===== config.mk =====
export PLATFORM = sky130hd
export DESIGN_NAME = fetch_unit_flat
export DESIGN_NICKNAME = d
export VERILOG_FILES = /design/src/rtl/cpu_pkg.sv /design/src/rtl/fetch_unit_if.sv /design/src/rtl/fetch_unit_pc_next_calc.sv /design/src/rtl/fetch_unit.sv /design/src/flat_wrapper.sv
export SDC_FILE = /design/constraint.sdc
export NUM_CORES = 1
export LEC_CHECK = 0
export CAP_MARGIN = 10
export CELL_PAD_IN_SITES_DETAIL_PLACEMENT = 1
export CELL_PAD_IN_SITES_GLOBAL_PLACEMENT = 2
export CORE_MARGIN = 5
export CORE_UTILIZATION = 25
export DETAILED_ROUTE_END_ITERATION = 10
export PLACE_DENSITY = 0.87
export SLEW_MARGIN = 5
export SYNTH_ARGS = -nofsm -noshare
export SYNTH_HDL_FRONTEND = slang
export SYNTH_SLANG_ARGS = --single-unit

===== constraint.sdc =====
create_clock -name clk -period 2.83 [get_ports clk]
set_input_delay 0.283 -clock clk [delete_from_list [all_inputs] [get_ports clk]]
set_output_delay 0.283 -clock clk [all_outputs]
set_load 0.05 [all_outputs]

===== src/rtl/cpu_pkg.sv =====
// Shared CPU definitions: instruction width, opcodes, PC-select
// encodings and fetch-stage state type.
package cpu_pkg;

    localparam int INST_W = 8;

    localparam logic [3:0] OP_MOVE = 4'h0;
    localparam logic [3:0] OP_ADD  = 4'h1;
    localparam logic [3:0] OP_SUB  = 4'h2;
    localparam logic [3:0] OP_AND  = 4'h3;
    localparam logic [3:0] OP_OR   = 4'h4;
    localparam logic [3:0] OP_XOR  = 4'h5;
    localparam logic [3:0] OP_NOT  = 4'h6;
    localparam logic [3:0] OP_SHL  = 4'h7;
    localparam logic [3:0] OP_SHR  = 4'h8;
    localparam logic [3:0] OP_LD   = 4'h9;
    localparam logic [3:0] OP_ST   = 4'hA;
    localparam logic [3:0] OP_JAL  = 4'hB;
    localparam logic [3:0] OP_BZ   = 4'hC;
    localparam logic [3:0] OP_BNZ  = 4'hD;
    localparam logic [3:0] OP_JMP  = 4'hE;
    localparam logic [3:0] OP_LI   = 4'hF;

    localparam logic [1:0] PC_SEQ = 2'b00;
    localparam logic [1:0] PC_BZ  = 2'b01;
    localparam logic [1:0] PC_BNZ = 2'b10;
    localparam logic [1:0] PC_JMP = 2'b11;

    typedef enum logic [1:0] {
        S_FETCH,
        S_ISSUE,
        S_ERR
    } fetch_state_t;

    function automatic logic [3:0] op_of(
        input logic [INST_W-1:0] i
    );
        return i[7:4];
    endfunction

endpackage


===== src/rtl/fetch_unit_if.sv =====
// Instruction-memory request/acknowledge bus between fetch and imem.
interface fetch_unit_if #(
    parameter int PC_W = 8
);
    import cpu_pkg::*;

    logic              imem_req;
    logic [PC_W-1:0]   imem_addr;
    logic              imem_ack;
    logic [INST_W-1:0] imem_rdata;

    modport master (
        output imem_req,
        output imem_addr,
        input  imem_ack,
        input  imem_rdata
    );

    modport slave (
        input  imem_req,
        input  imem_addr,
        output imem_ack,
        output imem_rdata
    );

endinterface


===== src/rtl/fetch_unit_pc_next_calc.sv =====
// Next-PC selection: sequential, conditional relative branch or
// in-page jump, all wrapping modulo 2^PC_W.
module pc_next_calc
    import cpu_pkg::*;
#(
    parameter int PC_W = 8
) (
    input  logic [PC_W-1:0] pc,
    input  logic [3:0]      imm,
    input  logic [1:0]      pc_control,
    input  logic            alu_zero,
    output logic [PC_W-1:0] pc_next
);

    logic [PC_W-1:0] seq;
    logic [PC_W-1:0] br;
    logic [PC_W-1:0] jmp;

    assign seq = pc + PC_W'(1);
    assign br  = seq + {{(PC_W-4){imm[3]}}, imm};
    assign jmp = {pc[PC_W-1:4], imm};

    always_comb begin
        pc_next = seq;
        unique case (pc_control)
            PC_SEQ: pc_next = seq;
            PC_BZ:  pc_next = alu_zero ? br : seq;
            PC_BNZ: pc_next = alu_zero ? seq : br;
            PC_JMP: pc_next = jmp;
            default: pc_next = seq;
        endcase
    end

endmodule


===== src/rtl/fetch_unit.sv =====
// Instruction fetch stage; optional fetch watchdog under
// FETCH_TIMEOUT_EN parks the unit in S_ERR with a sticky fetch_err.
module fetch_unit
    import cpu_pkg::*;
#(
    parameter int PC_W     = 8,
    parameter int RESET_PC = 0
`ifdef FETCH_TIMEOUT_EN
    ,
    parameter int TIMEOUT  = 15
`endif
) (
    input  logic              clk,
    input  logic              rst_n,
    fetch_unit_if.master      imem,
    output logic [INST_W-1:0] inst,
    output logic [3:0]        op,
    output logic              inst_valid,
    input  logic              advance,
    input  logic              stall,
    input  logic [1:0]        pc_control,
    input  logic              alu_zero,
    output logic [PC_W-1:0]   pc,
    output logic [PC_W-1:0]   link_addr,
    output logic              fetch_err
);

    fetch_state_t    state;
    logic            req_q;
    logic [PC_W-1:0] pc_next;

    pc_next_calc #(
        .PC_W (PC_W)
    ) u_pc_next (
        .pc         (pc),
        .imm        (inst[3:0]),
        .pc_control (pc_control),
        .alu_zero   (alu_zero),
        .pc_next    (pc_next)
    );

`ifdef FETCH_TIMEOUT_EN
    localparam int CNT_W = $clog2(TIMEOUT + 1);

    logic [CNT_W-1:0] wait_cnt;
    logic             err_q;
    logic             timeout_hit;

    assign timeout_hit = req_q && !imem.imem_ack &&
                         (wait_cnt == CNT_W'(TIMEOUT - 1));
    assign fetch_err   = err_q;
`else
    assign fetch_err   = 1'b0;
`endif

    // Request is registered, so the first fetch after reset
    // starts one cycle late; later fetches start on retire.
    always_ff @(posedge clk or negedge rst_n) begin
        if (!rst_n) begin
            state      <= S_FETCH;
            req_q      <= 1'b0;
            pc         <= PC_W'(RESET_PC);
            inst       <= '0;
            inst_valid <= 1'b0;
`ifdef FETCH_TIMEOUT_EN
            wait_cnt   <= '0;
            err_q      <= 1'b0;
`endif
        end else begin
            unique case (state)
                S_FETCH: begin
                    if (!req_q) begin
                        req_q <= 1'b1;
                    end else if (imem.imem_ack) begin
                        inst       <= imem.imem_rdata;
                        inst_valid <= 1'b1;
                        req_q      <= 1'b0;
                        state      <= S_ISSUE;
`ifdef FETCH_TIMEOUT_EN
                        wait_cnt   <= '0;
                    end else if (timeout_hit) begin
                        req_q      <= 1'b0;
                        err_q      <= 1'b1;
                        state      <= S_ERR;
                    end else begin
                        wait_cnt   <= wait_cnt + CNT_W'(1);
`endif
                    end
                end
                S_ISSUE: begin
                    if (advance && !stall) begin
                        inst_valid <= 1'b0;
                        pc         <= pc_next;
                        req_q      <= 1'b1;
                        state      <= S_FETCH;
                    end
                end
                S_ERR: begin
                    req_q      <= 1'b0;
                    inst_valid <= 1'b0;
                end
                default: begin
                    state <= S_FETCH;
                end
            endcase
        end
    end

    assign imem.imem_req  = req_q;
    assign imem.imem_addr = pc;
    assign op             = op_of(inst);
    assign link_addr      = pc + PC_W'(1);

endmodule


===== src/flat_wrapper.sv =====
// flat-port wrapper written by rule: the top's interface ports become plain ports
module fetch_unit_flat import cpu_pkg::*;
#(
    parameter int PC_W     = 8,
    parameter int RESET_PC = 0

)
  (clk, rst_n, inst, op, inst_valid, advance, stall, pc_control, alu_zero, pc, link_addr, fetch_err, imem_imem_req, imem_imem_addr, imem_imem_ack, imem_imem_rdata);
  fetch_unit_if #(.PC_W(PC_W)) imem_i ();
  input  logic clk;
  input  logic rst_n;
  output logic [INST_W-1:0] inst;
  output logic [3:0] op;
  output logic inst_valid;
  input  logic advance;
  input  logic stall;
  input  logic [1:0] pc_control;
  input  logic alu_zero;
  output logic [PC_W-1:0] pc;
  output logic [PC_W-1:0] link_addr;
  output logic fetch_err;
  output wire logic [$bits(imem_i.imem_req)-1:0] imem_imem_req;
  output wire logic [$bits(imem_i.imem_addr)-1:0] imem_imem_addr;
  input wire logic [$bits(imem_i.imem_ack)-1:0] imem_imem_ack;
  input wire logic [$bits(imem_i.imem_rdata)-1:0] imem_imem_rdata;
  assign imem_imem_req = imem_i.imem_req;
  assign imem_imem_addr = imem_i.imem_addr;
  assign imem_i.imem_ack = imem_imem_ack;
  assign imem_i.imem_rdata = imem_imem_rdata;
  fetch_unit #(.PC_W(PC_W), .RESET_PC(RESET_PC)) u_core (.clk(clk), .rst_n(rst_n), .imem(imem_i), .inst(inst), .op(op), .inst_valid(inst_valid), .advance(advance), .stall(stall), .pc_control(pc_control), .alu_zero(alu_zero), .pc(pc), .link_addr(link_addr), .fetch_err(fetch_err));
endmodule

==> metrics.md <==
| Metric | Value |
|---|---|
| Mapped cell area | `1420 um^2` |
| Final std cells w/o fill | `270` |
| Starting density of the core | `0.258` |
| Placed Cells incl. Taps | `266` |
| Commonest cells in the netlist | `dfrtp_1 (18), nand2_1 (15), buf_4 (13)` |
| Critical Path RT | `3.01 ns` |
| Row Count | `27` |
| Crit Path Class | `reg2reg` |
| Initial antenna violation count | `0` |
| Root Buffer | `clkbuf_8` |
| Gate Count Post-Synth | `154` |
| Total GRT Usage | `0.110` |
| Flops & latches, synth | `18` |
| H-tree Lvls | `1` |
| Minimum clock period | `2.60 ns` |
| Final #Nets | `226` |
| Status | `finished clean` |
| Die Height | `85.3 um` |
| I/O pin total | `55` |
| Die footprint | `7280 um^2` |
| Vias per cell | `4.66` |
| # DRC | `0` |
| Max Freq | `385 MHz` |
| Count leader, synth | `dfrtp_1` |
| Number of synthesized flops with an enable pin | `0` |
| R2R depth | `11` |
| Max Cap Violations | `0` |
| R2r endpoint | `u_core.imem.imem_addr[7]` |
| Post-CTS Setup Repair Bufs | `0` |
| Worst r2r src | `u_core.imem.imem_addr[0]` |
| Vias | `1257` |
| Final Hold Viols | `0` |
| Area grow syn2layout | `45.2%` |
| Vias in the first global route | `1300` |
| Register area | `453 um^2` |
| Area leader, netlist | `dfrtp_1` |
| Layout cells sized above 1 | `0.167` |
| Worst setup EP type | `flop` |
| Post-synthesis sequential area ratio | `0.317` |
| Clk_skew | `0.00194 ns` |
| Slowest-stage cell, CP | `dfrtp_2` |
| DP HPWL | `3.25 mm` |
| Worst Path Arrival | `2.78 ns` |
| Die X | `85.3 um` |
| Critical Path Fanout Max | `7` |
| Buffers on Ports | `53` |
| Initial DRT Pass Iterations | `4` |
| Wire per inst | `14.7 um` |
| Final WL | `3.97 mm` |
| Synth top area share | `0.317` |
| Post-route ant nets | `0` |
| Yosys cell types | `40` |
| Fin. max-slew vios | `0` |
| Slew Limit Headroom | `0.623` |
| Synth Net Count | `181` |
| Top FF cell, synth | `dfrtp_1` |
| Worst stage delay on the critical path | `0.43 ns` |
| Area of the multi-input gates | `888 um^2` |
| Global-route wire length before repair | `6.64 mm` |
| Total gr overflow | `0` |
| Clock latency on the worst-skew pair | `0.25 ns` |
| Core area | `5510 um^2` |
| Largest net degree at the start of global routing | `13` |
| CTS Buf Count | `3` |
| Clock buffer depth | `2` |
| Fillers | `648` |
| Period utilisation layout | `0.919` |
| Clk slew on worst S/H paths | `0.07 ns` |
| Final setup viols | `0` |
| GPL Wtd Cong | `0.781` |
| Asr flop ratio synth | `1.00` |
| Min-delay worst type | `in2async` |
| Startpoint types | `flop` |
| CTS tree | `done` |
| Top cells by area, synth | `dfrtp_1 (32%), ha_1 (8.8%), buf_4 (6.9%)` |
| Syn Area/Cell | `9.21 um^2` |
| Worst-Margin Slew | `0.564 ns` |
| Worst reg-to-reg setup slack | `0.23 ns` |
| DRT iter0 DRCs | `32` |
| Antenna diodes | `0` |
| Number of synthesis warnings | `0` |
| CTS Sinks | `18` |
| Unrepaired setup endpoints after global routing | `no` |
| Worst path cell trace | `ha_2, nand3_1, nor2_2, xor2_4, ha_1, a21o_1, a31o_1, a21oi_1, xor2_1, nand2_1, a31oi_1` |
-- routing by layer --
layer / GRT usage / routed length (um) / vias up
met1: 0.144 / 1850 / 608
met5: 0 / 0 / -
met2: 0.194 / 1910 / 31
met3: 0.0262 / 212 / 0
met4: 0.00432 / 0 / 0
li1: - / - / 618
-- timing repair --
item	4_1_cts	5_1_grt
hold buffers	0	0
endpoints found under the setup margin	0	1
gates resized for setup	0	2
-- layout make-up --
cell class,instances,area share
Clock buffer,4,0.0267
Timing Repair Buffer,56,0.267
Sequential cell,18,0.220
Inverter,6,0.0109
Tap cell,72,0.0437
Multi-Input combinational cell,114,0.431
-- cells by family after synthesis --
| logic type | synth area share |
|---|---|
| fa+ha+maj | 0.102 |
| mux | 0.0705 |
| other cells | 0.00264 |
| simple gates | 0.160 |
| xor+xnor | 0.0776 |
| buf+inv | 0.0944 |
| compound gates | 0.175 |
| flops | 0.317 |
-- through the flow --
stage | util | setup slack (ns) | hold slack, ns | TNS (ns) | area (um^2)
floorplan | - | -0.135 | -0.0126 | -0.219 | 1470
global placement | 0.363 | 0.242 | 0.513 | 0 | 2000
detailed placement | 0.363 | 0.122 | 0.524 | 0 | 2000
CTS | 0.373 | 0.0993 | 0.414 | 0 | 2050
global route | 0.374 | 0.0268 | 0.446 | 0 | 2060
finish | 0.374 | 0.230 | 0.393 | 0 | 2060
-- how the worst max path moves through the flow --
stage                                   from                  endpoint  slack (ns)  depth (start not counted)
floorplan           u_core.imem.imem_addr[0]  u_core.imem.imem_addr[7]       -0.13                         11
global placement    u_core.imem.imem_addr[0]  u_core.imem.imem_addr[7]        0.24                         11
detailed placement  u_core.imem.imem_addr[0]  u_core.imem.imem_addr[7]        0.12                         11
CTS                 u_core.imem.imem_addr[0]  u_core.imem.imem_addr[7]         0.1                         11
global route        u_core.imem.imem_addr[0]  u_core.imem.imem_addr[7]        0.03                         11
finish              u_core.imem.imem_addr[0]  u_core.imem.imem_addr[7]        0.23                         11
-- critical path, delay by kind of cell (launching register included) --
family | cells | cell delay, ns
AO/OA/AOI/OAI | 4 | 0.73
XOR/XNOR | 2 | 0.35
adder cells (fa/ha/maj) | 2 | 0.54
flip-flops | 1 | 0.43
AND/OR/NAND/NOR | 3 | 0.48
-- cells in the final DEF (no fill, tap or decap), drive strengths merged, types with 5 or more instances in the layout --
| master | Yosys | layout |
|---|---|---|
| dfrtp | 18 | 18 |
| nand2 | 17 | 17 |
| nor3 | 5 | 5 |
| nor2 | 9 | 9 |
| ha | 10 | 10 |
| nand3 | 6 | 6 |
| mux2 | 8 | 8 |
| a21oi | 13 | 13 |
| xor2 | 6 | 6 |
| o21ai | 8 | 8 |
| clkdlybuf4s50 | 0 | 52 |
| inv | 6 | 6 |
-- registers in the layout, summed over array words and instances, names as in the netlist --
signal,cells
u_core.imem.imem_addr,8
u_core.imem.imem_req,1
u_core.inst,8
u_core.state,1
Power is not shown: default switching activity piles up to over one toggle a cycle in this logic, so the estimate is an artifact.
